**src/rtl/pio_pkg.sv**
```systemverilog
// pio_pkg: shared constants and helpers for the edge-capturing input PIO.
package pio_pkg;

  // Edge polarity selection
  localparam int unsigned EDGE_RISING  = 0;
  localparam int unsigned EDGE_FALLING = 1;
  localparam int unsigned EDGE_ANY     = 2;

  // Avalon word addresses
  localparam logic [1:0] ADDR_DATA     = 2'd0;
  localparam logic [1:0] ADDR_RSVD     = 2'd1;
  localparam logic [1:0] ADDR_IRQ_MASK = 2'd2;
  localparam logic [1:0] ADDR_EDGE_CAP = 2'd3;

  // Per-bit edge detect between the current and previous accepted values.
  function automatic logic [31:0] edge_detect(int unsigned edge_type, logic [31:0] cur,
                                              logic [31:0] prev);
    case (edge_type)
      EDGE_RISING:  return cur & ~prev;
      EDGE_FALLING: return ~cur & prev;
      default:      return cur ^ prev;
    endcase
  endfunction

endpackage

```
**src/rtl/pio_debounce_bit.sv**
```systemverilog
// pio_debounce_bit: single-bit debounce. The raw input must differ from the accepted
// value for DEBOUNCE_CYCLES consecutive cycles before it is accepted.
module pio_debounce_bit #(
  parameter int unsigned DEBOUNCE_CYCLES = 50000
) (
  input  logic clk,
  input  logic reset_n,
  input  logic raw_i,
  output logic accepted_o
);

  localparam int unsigned     CntW   = $clog2(DEBOUNCE_CYCLES);
  localparam logic [CntW-1:0] CntMax = CntW'(DEBOUNCE_CYCLES - 1);

  logic [CntW-1:0] cnt_q, cnt_d;
  logic            acc_q, acc_d;

  // Count while raw disagrees; any agreement restarts the count from zero.
  always_comb begin
    cnt_d = '0;
    acc_d = acc_q;
    if (raw_i != acc_q) begin
      if (cnt_q == CntMax) begin
        acc_d = raw_i;
      end else begin
        cnt_d = cnt_q + 1'b1;
      end
    end
  end

  // Counter and accepted-value state
  always_ff @(posedge clk or negedge reset_n) begin
    if (!reset_n) begin
      cnt_q <= '0;
      acc_q <= 1'b0;
    end else begin
      cnt_q <= cnt_d;
      acc_q <= acc_d;
    end
  end

  assign accepted_o = acc_q;

endmodule

```
**src/rtl/pio_edge_capture_in.sv**
```systemverilog
// pio_edge_capture_in: Avalon-MM slave input PIO with configurable synchroniser, edge
// polarity, write-1-to-clear edge capture and a level IRQ.
// Define PIO_DEBOUNCE_EN to insert a per-bit debounce unit ahead of the accepted value.
module pio_edge_capture_in
  import pio_pkg::*;
#(
  parameter int unsigned WIDTH           = 18,
  parameter int unsigned SYNC_STAGES     = 2,
  parameter int unsigned EDGE_TYPE       = 2,
  parameter int unsigned DEBOUNCE_CYCLES = 50000
) (
  input  logic             clk,
  input  logic             reset_n,
  input  logic [1:0]       address,
  input  logic             chipselect,
  input  logic             write_n,
  input  logic [31:0]      writedata,
  input  logic [WIDTH-1:0] in_port,
  output logic [31:0]      readdata,
  output logic             irq
);

  logic [SYNC_STAGES-1:0][WIDTH-1:0] sync_q;
  logic [WIDTH-1:0] raw;
  logic [WIDTH-1:0] accepted;
  logic [WIDTH-1:0] prev_q;
  logic [WIDTH-1:0] edge_det;
  logic [WIDTH-1:0] edge_capture_q, edge_capture_d;
  logic [WIDTH-1:0] irq_mask_q, irq_mask_d;
  logic [WIDTH-1:0] clr_mask;
  logic [31:0]      rd_mux;
  logic             wr_en;
  logic             unused_wdata;

  // Upper write data bits are ignored when WIDTH < 32
  assign unused_wdata = ^writedata;

  // Metastability synchroniser; stage 0 samples the asynchronous pins
  always_ff @(posedge clk or negedge reset_n) begin
    if (!reset_n) begin
      sync_q <= '0;
    end else begin
      sync_q <= {sync_q[SYNC_STAGES-2:0], in_port};
    end
  end

  assign raw = sync_q[SYNC_STAGES-1];

`ifdef PIO_DEBOUNCE_EN
  for (genvar i = 0; i < WIDTH; i++) begin : g_debounce
    pio_debounce_bit #(
      .DEBOUNCE_CYCLES(DEBOUNCE_CYCLES)
    ) u_debounce (
      .clk       (clk),
      .reset_n   (reset_n),
      .raw_i     (raw[i]),
      .accepted_o(accepted[i])
    );
  end
`else
  // Acceptance stage: plain register of the synchronised value
  always_ff @(posedge clk or negedge reset_n) begin
    if (!reset_n) begin
      accepted <= '0;
    end else begin
      accepted <= raw;
    end
  end
`endif

  assign edge_det = WIDTH'(edge_detect(EDGE_TYPE, 32'(accepted), 32'(prev_q)));
  assign wr_en    = chipselect & ~write_n;

  // Register writes; a new edge wins over a simultaneous W1C of the same bit
  always_comb begin
    irq_mask_d = irq_mask_q;
    clr_mask   = '0;
    if (wr_en && (address == ADDR_IRQ_MASK)) begin
      irq_mask_d = writedata[WIDTH-1:0];
    end
    if (wr_en && (address == ADDR_EDGE_CAP)) begin
      clr_mask = writedata[WIDTH-1:0];
    end
    edge_capture_d = (edge_capture_q & ~clr_mask) | edge_det;
  end

  // Read mux, sampled every cycle irrespective of chipselect
  always_comb begin
    rd_mux = '0;
    unique case (address)
      ADDR_DATA:     rd_mux[WIDTH-1:0] = accepted;
      ADDR_RSVD:     rd_mux            = '0;
      ADDR_IRQ_MASK: rd_mux[WIDTH-1:0] = irq_mask_q;
      ADDR_EDGE_CAP: rd_mux[WIDTH-1:0] = edge_capture_q;
    endcase
  end

  // Edge history, control registers and registered read data
  always_ff @(posedge clk or negedge reset_n) begin
    if (!reset_n) begin
      prev_q         <= '0;
      edge_capture_q <= '0;
      irq_mask_q     <= '0;
      readdata       <= '0;
    end else begin
      prev_q         <= accepted;
      edge_capture_q <= edge_capture_d;
      irq_mask_q     <= irq_mask_d;
      readdata       <= rd_mux;
    end
  end

  assign irq = |(edge_capture_q & irq_mask_q);

endmodule

```
**config.mk**
```make
export PLATFORM = sky130hd
export DESIGN_NAME = pio_edge_capture_in
export DESIGN_NICKNAME = d
export VERILOG_FILES = /design/src/rtl/pio_pkg.sv /design/src/rtl/pio_debounce_bit.sv /design/src/rtl/pio_edge_capture_in.sv
export SDC_FILE = /design/constraint.sdc
export NUM_CORES = 1
export LEC_CHECK = 0
export BUFFER_PORTS_ARGS = -buffer_cell sky130_fd_sc_hd__buf_2
export CORE_ASPECT_RATIO = 1.75
export CORE_MARGIN = 2
export CORE_UTILIZATION = 45
export CTS_BUF_LIST = sky130_fd_sc_hd__clkbuf_16
export CTS_CLUSTER_DIAMETER = 100
export CTS_CLUSTER_SIZE = 30
export DETAILED_ROUTE_END_ITERATION = 8
export PLACE_DENSITY = 0.7
export SLEW_MARGIN = 20
export SYNTH_ARGS = -nofsm -noshare
export SYNTH_HDL_FRONTEND = slang
export SYNTH_HIERARCHICAL = 1
export SYNTH_SLANG_ARGS = --single-unit
```
**constraint.sdc**
```tcl
create_clock -name clk -period 1.3 [get_ports clk]
set_clock_uncertainty 0.05 [all_clocks]
set_input_delay 0.195 -clock clk [delete_from_list [all_inputs] [get_ports clk]]
set_output_delay 0.195 -clock clk [all_outputs]
set_load 0.1 [all_outputs]
```
Word level (Yosys, flattened, before mapping)
Index checks and enable logic that the tools add are counted.
Operators by class
  equal/unequal tests: 3
  muxes and demuxes: 2
  bitwise gates (word level): 7
  reductions and logical operators: 4
Operator list (number)
  $pmux 18 s4: 1
  $and 18x18->18: 2
  $mux 18: 1
  $not 18->18: 1
  $or 18x18->18: 1
  $reduce_or 18->1: 1
  $xor 18x18->18: 1
  $eq 2x2->1 const B: 2
  $eq 2x1->1 const B: 1
  $logic_and 1x1->1: 2
  $logic_not 2->1: 1
  $and 1x1->1: 1
  $not 1->1: 1
Word-level totals
  register bits after elaboration: 126
  bits of input ports: 56
  output and inout bits: 33
  logic and storage cells: 23

Logic depth before layout (Yosys ltp)
Gate-level depths: netlist of the first run.
  depth in word-level cells: 7
  gate-level depth with buffers: 7
  gate-level depth less buffers: 4

Worst setup path before layout of the first run
No wires, ideal clock.
  path kind: flip-flop to output port
  start: reg irq_mask_q[15]
  end: out irq
  arrival: 1820 ps
  data required time: 1055 ps
  path slack: -765 ps
  stages on the path, launching flop included: 5
  path buffers: 0
  path through: dfrtp_1 > a22o_1 > a221oi_1 > and3_1 > nand4_1
Between the ends
  longest elaborated chain between the ends: 2
Ends and longest elaborated chain
  from (decl): line pio_edge_capture_in.sv:29  | logic [WIDTH-1:0] irq_mask_q, irq_mask_d;
  from (signal assigned): line pio_edge_capture_in.sv:108  | irq_mask_q <= irq_mask_d;
  $and 18x18->18: line pio_edge_capture_in.sv:113  | assign irq = |(edge_capture_q & irq_mask_q);
  $reduce_or 18->1: line pio_edge_capture_in.sv:113
  to (decl): line pio_edge_capture_in.sv:20  | output logic irq
Every way passes these cells.

Worst setup path after layout of the first run
  start: reg edge_capture_q[9]
  end: out irq
Between the ends
  longest elaborated chain between the ends: 2
Ends and longest elaborated chain
  from (decl): line pio_edge_capture_in.sv:28  | logic [WIDTH-1:0] edge_capture_q, edge_capture_d;
  from (signal assigned): line pio_edge_capture_in.sv:107  | edge_capture_q <= edge_capture_d;
  $and 18x18->18: line pio_edge_capture_in.sv:113
  $reduce_or 18->1: line pio_edge_capture_in.sv:113
Every way passes these cells.

==> results of run 1 <==
## cell usage in the layout (no fill, tap or decap), drive strengths merged
| master | count |
|---|---|
| a21o | 18 |
| a221oi | 3 |
| a22o | 3 |
| a22oi | 3 |
| and2 | 1 |
| and3 | 1 |
| and3b | 1 |
| and4bb | 1 |
| buf | 106 |
| bufinv | 5 |
| clkbuf | 17 |
| clkinv | 3 |
| clkinvlp | 6 |
| conb | 14 |
| dfrtp | 126 |
| dlygate4sd3 | 36 |
| inv | 1 |
| mux2 | 18 |
| mux2i | 18 |
| nand2 | 36 |
| nand4 | 1 |
| o21ai | 18 |
| xor2 | 18 |
## state kept, by name, indices dropped and copies added, names as in the netlist
register,count
accepted,18
readdata,18
sync_q,18
prev_q,18
raw,18
edge_capture_q,18
irq_mask_q,18
## layer usage
metal | routed length, um | track usage | vias up
met5 | 0 | 0 | -
met4 | 215 | 0.0996 | 0
met3 | 444 | 0.0628 | 15
met2 | 4760 | 0.315 | 80
met1 | 3420 | 0.211 | 1344
li1 | - | - | 1256
## report_power, final
part	leakage, nW	switching (mW)	internal, mW	total (mW)
registers	1.43	0.188	4.24	4.43
logic	1.18	1.06	0.761	1.82
clock network	0.295	1.68	3.39	5.07
total	2.91	2.94	8.39	11.3
## stage by stage
step | hold slack [ns] | util | setup TNS, ns
finish | 0.00941 | 0.666 | -0.761
global route | 0.00682 | 0.666 | -0.864
CTS | 0.000611 | 0.665 | -0.771
detailed placement | 0.0974 | 0.556 | -1.56
global placement | 0.0882 | 0.556 | -1.21
floorplan | -0.151 | - | -0.844
## cell type report
| cell class | instances | area [sq um] |
|---|---|---|
| Sequential cell | 126 | 3150 |
| Tap cell | 122 | 153 |
| Clock inverter | 15 | 218 |
| Timing Repair Buffer | 142 | 1280 |
| Multi-Input combinational cell | 154 | 1120 |
| Clock buffer | 17 | 425 |
| Fill cell | 683 | 3180 |
## cell families (layout without fill, tap and decap cells)
family / after synthesis / after routing
AND/OR/NAND/NOR: 41 / 41
multiplexers: 36 / 36
buffers and inverters: 24 / 174
flip-flops: 126 / 126
AO/OA/AOI/OAI: 45 / 45
other: 1 / 14
XOR/XNOR: 18 / 18
## critical path, cell delays in order, from the launching register on
cell and delay [ns]:
dfrtp_1 0.38, a22o_1 0.27, a221oi_2 0.17, and3_1 0.20, nand4_1 0.16, buf_12 0.23
## worst max-delay path by stage
stage	start	end	slack, ns
after floorplan	irq_mask_q[9]$_DFFE_PN0P_	irq	-0.76
after global placement	irq_mask_q[5]$_DFFE_PN0P_	irq	-0.40
after detailed placement	irq_mask_q[5]$_DFFE_PN0P_	irq	-0.43
after CTS	edge_capture_q[5]$_DFF_PN0_	irq	-0.77
after global routing	edge_capture_q[5]$_DFF_PN0_	irq	-0.86
final	edge_capture_q[9]$_DFF_PN0_	irq	-0.76
## timing repair
action | in CTS | in global routing
hold buffers | 35 | 1
gates resized for setup | 12 | 0
endpoints found under the setup margin | 7 | 1
hold endpoints to repair | 76 | 1
setup buffers | 1 | 0
pin swaps | 3 | 1
==> impl_metrics.tcl, run 1 <==
set metrics [dict create \
    viasPerCell 4.68 \
    fmax_mhz 485 \
    drc 0 \
    portBuffers 60 \
    synth_top_area_frac 0.714 \
    netlist_area_sq_um 4420 \
    power.density_nw_per_um2 1780 \
    core_area_sq_um 9530 \
    grt_max_degree 34 \
    netlist_top_cells_count "dfrtp_1 (126), nand2_1 (36)" \
    worst_slack_ns -0.761 \
    hold_path_end "irq_mask_q[1]$_DFFE_PN0P_" \
    die_w_um 78.9 \
    syn2layout_area_growth_pct 43.8 \
    root_buffer "clkbuf_16" \
    yosysSeqAreaShare 0.714 \
    dr.pass1.iters 4 \
    required_ns 1.05 \
    antenna_found_initial 0 \
    ys_seq_elements 126 \
    crit_fanout 2 \
    rows 47 \
    gp_congestion 0.782 \
    ys_types 23 \
    min-delay-start "writedata[1]" \
    numClockSinks 126 \
    post_synth_fa_ha_maj_area_fraction 0 \
    holdPathStages 2 \
    violations "negative setup slack" \
    synthMuxAreaShare 0.0952 \
    rrSetupSlack_ns 0.31 \
    synth_top_family_by_area "multiplexers" \
    htreeDepth 4 \
    rr_startpoint "irq_mask_q[8]$_DFFE_PN0P_" \
    status "finished with violations" \
    cts_buffers 17 \
    nets 497 \
    diodes 0 \
    worstHoldPathType "primary input to register" \
    dp_worst_setup_slack_ns -0.432 \
    drive_gt1_frac 0.346 \
    stdcell_area_sq_um 6350 \
    drt_iter0_markers 138 \
    synth-edff-count 0 \
    ir_worst_vdd_v 0.00110 \
    start_kind "register" \
    maxCapViolations 0 \
    die_y_um 135 \
    cts_tree "done" \
    setup_violations 1 \
    synth_top_cell_by_area "dfrtp_1" \
    ys_warn_count 6 \
    dieArea_sq_um 10700 \
    placed_cells 507 \
    p_total_mw 11.3 \
    critical_path_class "register to output port" \
    min_period_ns 2.06 \
    globalRouteTotalUtil 0.188 \
    async_flop_share 1.00 \
    dp_hpwl_um 5690 \
    synth_xor_xnor_area_share 0.0357 \
    wire_per_inst_um 15.3 \
    hold_viol 0 \
    timing.rr.end "readdata[8]$_DFF_PN0_" \
    dr_total_vias 2695 \
    grt_overflow 0 \
    critPathCaptureType "output port" \
    clkTransAtPathRegs_ns 0.06 \
    rsz0062_at_grt "true" \
    cellLeakagePower_nw 2.91 \
    synth-compound-area-share 0.0680 \
    postRouteWirelength_um 8840 \
    arrival_ns 1.82 \
    slew_violations 0 \
    synth.most_common_cell "dfrtp_1" \
    fin_crit_sh 1.59 \
    postRouteAntennaNets 0 \
    io_pins 89 \
    synth_simple_gate_area_frac 0.0397 \
    clockBufferDepth 2 \
    grt_pass1_wl_um 14700 \
    synth_cells 291 \
    synth_ff_type "dfrtp_1" \
    synth_area_per_cell_sq_um 15.2 \
    synthTopCellsByArea "dfrtp_1 (71%), mux2i_1 (4.1%), xor2_1 (3.6%), mux2_4 (3.4%), a21o_1 (3.1%)" \
    initial_core_util 0.463 \
    clkLatencyLatePin_ns 0.41 \
    finalNonFillerCells 576 \
    rr_worst_depth 3 \
    dpl_cell_area_sq_um 5300 \
    grt_pass1_vias 3029 \
]
Note: power is estimated with default switching activity, not from simulation.
==> run 2, diff against run 1 <==
--- a/config.mk
+++ b/config.mk
@@ -9,7 +9,7 @@
 export CORE_ASPECT_RATIO = 1.75
 export CORE_MARGIN = 2
 export CORE_UTILIZATION = 45
-export CTS_BUF_LIST = sky130_fd_sc_hd__clkbuf_16
+export CTS_BUF_LIST = sky130_fd_sc_hd__clkbuf_2 sky130_fd_sc_hd__clkbuf_4 sky130_fd_sc_hd__clkbuf_8
 export CTS_CLUSTER_DIAMETER = 100
 export CTS_CLUSTER_SIZE = 30
 export DETAILED_ROUTE_END_ITERATION = 8
==> run 2 against run 1 <==
Against the previous run: the run still ends with negative setup slack left; largest power group is now registers; worst hold slack improved by 0.12 ns; non-clock buffer count increased by 2; via count increased by 0.30%; largest cell class unchanged; design area decreased by 2.2%; utilization decreased by 1.5 points; first-iteration DRC count decreased by 18%; clock power decreased by 24%.
==> impl_metrics.tcl, run 2 (synthesis gave the netlist of run 1 again) <==
set metrics [dict create \
    dr_total_vias 2703 \
    worst_slack_ns -0.788 \
    grt_pass1_vias 3017 \
    crit_fanout 2 \
    viasPerCell 4.68 \
    cts_buffers 17 \
    cellLeakagePower_nw 2.85 \
    ir_worst_vdd_v 0.00138 \
    critical_path_class "register to output port" \
    globalRouteTotalUtil 0.184 \
    cts_tree "done" \
    drt_iter0_markers 113 \
    final_common_cell "dfrtp_1" \
    grt_max_degree 34 \
    fin_crit_sh 1.61 \
    rr_startpoint "edge_capture_q[5]$_DFF_PN0_" \
    critPathCaptureType "output port" \
    timing.critical_path.slowest_cell_delay_ns 0.38 \
    fmax_mhz 479 \
    wire_per_inst_um 15.1 \
    holdPathStages 3 \
    initial_core_util 0.463 \
    grt_pass1_wl_um 14500 \
    slowest_stage "dfrtp_1" \
    slew_violations 0 \
    syn2layout_area_growth_pct 40.6 \
    postRouteAntennaNets 0 \
    dieArea_sq_um 10700 \
    multi_input_area_sq_um 1120 \
    hold_path_end "readdata[3]$_DFF_PN0_" \
    min_period_ns 2.09 \
    final_cell_mix "dfrtp_1 (126), buf_4 (43), buf_2 (40), dlygate4sd3_1 (37), nand2_1 (36)" \
    hold_viol 0 \
    core_area_sq_um 9530 \
    stdcell_area_sq_um 6210 \
    comb_power_share 0.182 \
    drc 0 \
    internal_power_mw 7.34 \
    clkTransAtPathRegs_ns 0.07 \
    rsz0062_at_grt "true" \
    power.share.clock 0.380 \
    grt_overflow 0 \
    p_total_mw 10.1 \
    antenna_found_initial 0 \
    clkLatencyLatePin_ns 0.43 \
    nFillCells 701 \
    dr.pass1.iters 4 \
    postRouteWirelength_um 8710 \
    clockBufferDepth 2 \
    maxCapViolations 0 \
    power.density_nw_per_um2 1630 \
    diodes 0 \
    min-delay-start "address[0]" \
    required_ns 1.05 \
    nets 499 \
    root_buffer "clkbuf_8" \
    io_pins 89 \
    path_cells "a22o_1, a221oi_2, and3_1, nand4_1, buf_12" \
    die_w_um 78.9 \
    setup_violations 1 \
    dp_hpwl_um 5690 \
    tns_ns -0.788 \
    htreeDepth 4 \
    fin_util 0.652 \
    worstHoldPathType "primary input to register" \
    drive_gt1_frac 0.349 \
    gp_congestion 0.782 \
    portBuffers 60 \
    start_kind "register" \
    timing.rr.end "edge_capture_q[5]$_DFF_PN0_" \
    arrival_ns 1.84 \
    seq_power_share 0.438 \
    violations "negative setup slack" \
    rrSetupSlack_ns 0.23 \
    rr_worst_depth 4 \
    die_y_um 135 \
    numClockSinks 126 \
    status "finished with violations" \
    p_switching_mw 2.76 \
    seqCellArea_sq_um 3150 \
    rows 47 \
    dpl_cell_area_sq_um 5300 \
    power_switching_share 0.273 \
]
-- run 2: through the flow --
step	hold slack (ns)	std cells	setup WS [ns]
floorplan	-0.151	304	-0.764
global placement	0.0882	507	-0.398
detailed placement	0.0974	507	-0.432
CTS	0.102	577	-0.807
global route	0.117	578	-0.905
finish	0.129	578	-0.788
-- run 2: routing by layer --
| metal | vias up | global-route usage | part of all wire |
|---|---|---|---|
| met3 | 15 | 0.0655 | 0.054 |
| met5 | - | 0 | 0 |
| met4 | 0 | 0.0958 | 0.023 |
| li1 | 1257 | - | - |
| met1 | 1341 | 0.200 | 0.38 |
| met2 | 90 | 0.314 | 0.54 |
-- run 2: area by class of cell --
type,instances,area share
clock buffers,18,0.0399
clock inverters,14,0.0345
multi-input cells,154,0.180
well taps,122,0.0246
flip-flops and latches,126,0.508
repair buffers,144,0.213
-- run 2: worst max-delay path by stage --
| stage | from | end | slack (ns) | depth (start not counted) |
|---|---|---|---|---|
| 6_report | edge_capture_q[9]$_DFF_PN0_ | irq | -0.79 | 5 |
| 3_3_place_gp | irq_mask_q[5]$_DFFE_PN0P_ | irq | -0.40 | 5 |
| 5_1_grt | edge_capture_q[5]$_DFF_PN0_ | irq | -0.91 | 5 |
| 3_5_place_dp | irq_mask_q[5]$_DFFE_PN0P_ | irq | -0.43 | 5 |
| 4_1_cts | edge_capture_q[9]$_DFF_PN0_ | irq | -0.81 | 5 |
| 2_1_floorplan | irq_mask_q[9]$_DFFE_PN0P_ | irq | -0.76 | 4 |
-- run 2: power groups by stage --
stage	registers (mW)	clock network (mW)	logic (mW)
2_1_floorplan	4.91	0	0.603
3_3_place_gp	4.47	0	1.69
3_5_place_dp	4.49	0	1.72
4_1_cts	4.43	3.93	1.84
5_1_grt	4.46	4.12	1.94
6_report	4.42	3.84	1.84
-- run 2: critical path: cells and delay by family (launching register included) --
family	cells	cell delay, ns
buffers and inverters	1	0.23
AO/OA/AOI/OAI	2	0.44
flip-flops	1	0.38
AND/OR/NAND/NOR	2	0.37
-- run 2: timing repair --
item	4_1_cts	5_1_grt
endpoints found under the hold margin	173	0
pin swaps	3	1
resized for setup	15	3
buffers inserted	1	1
endpoints found under the setup margin	7	5
hold buffers	37	0
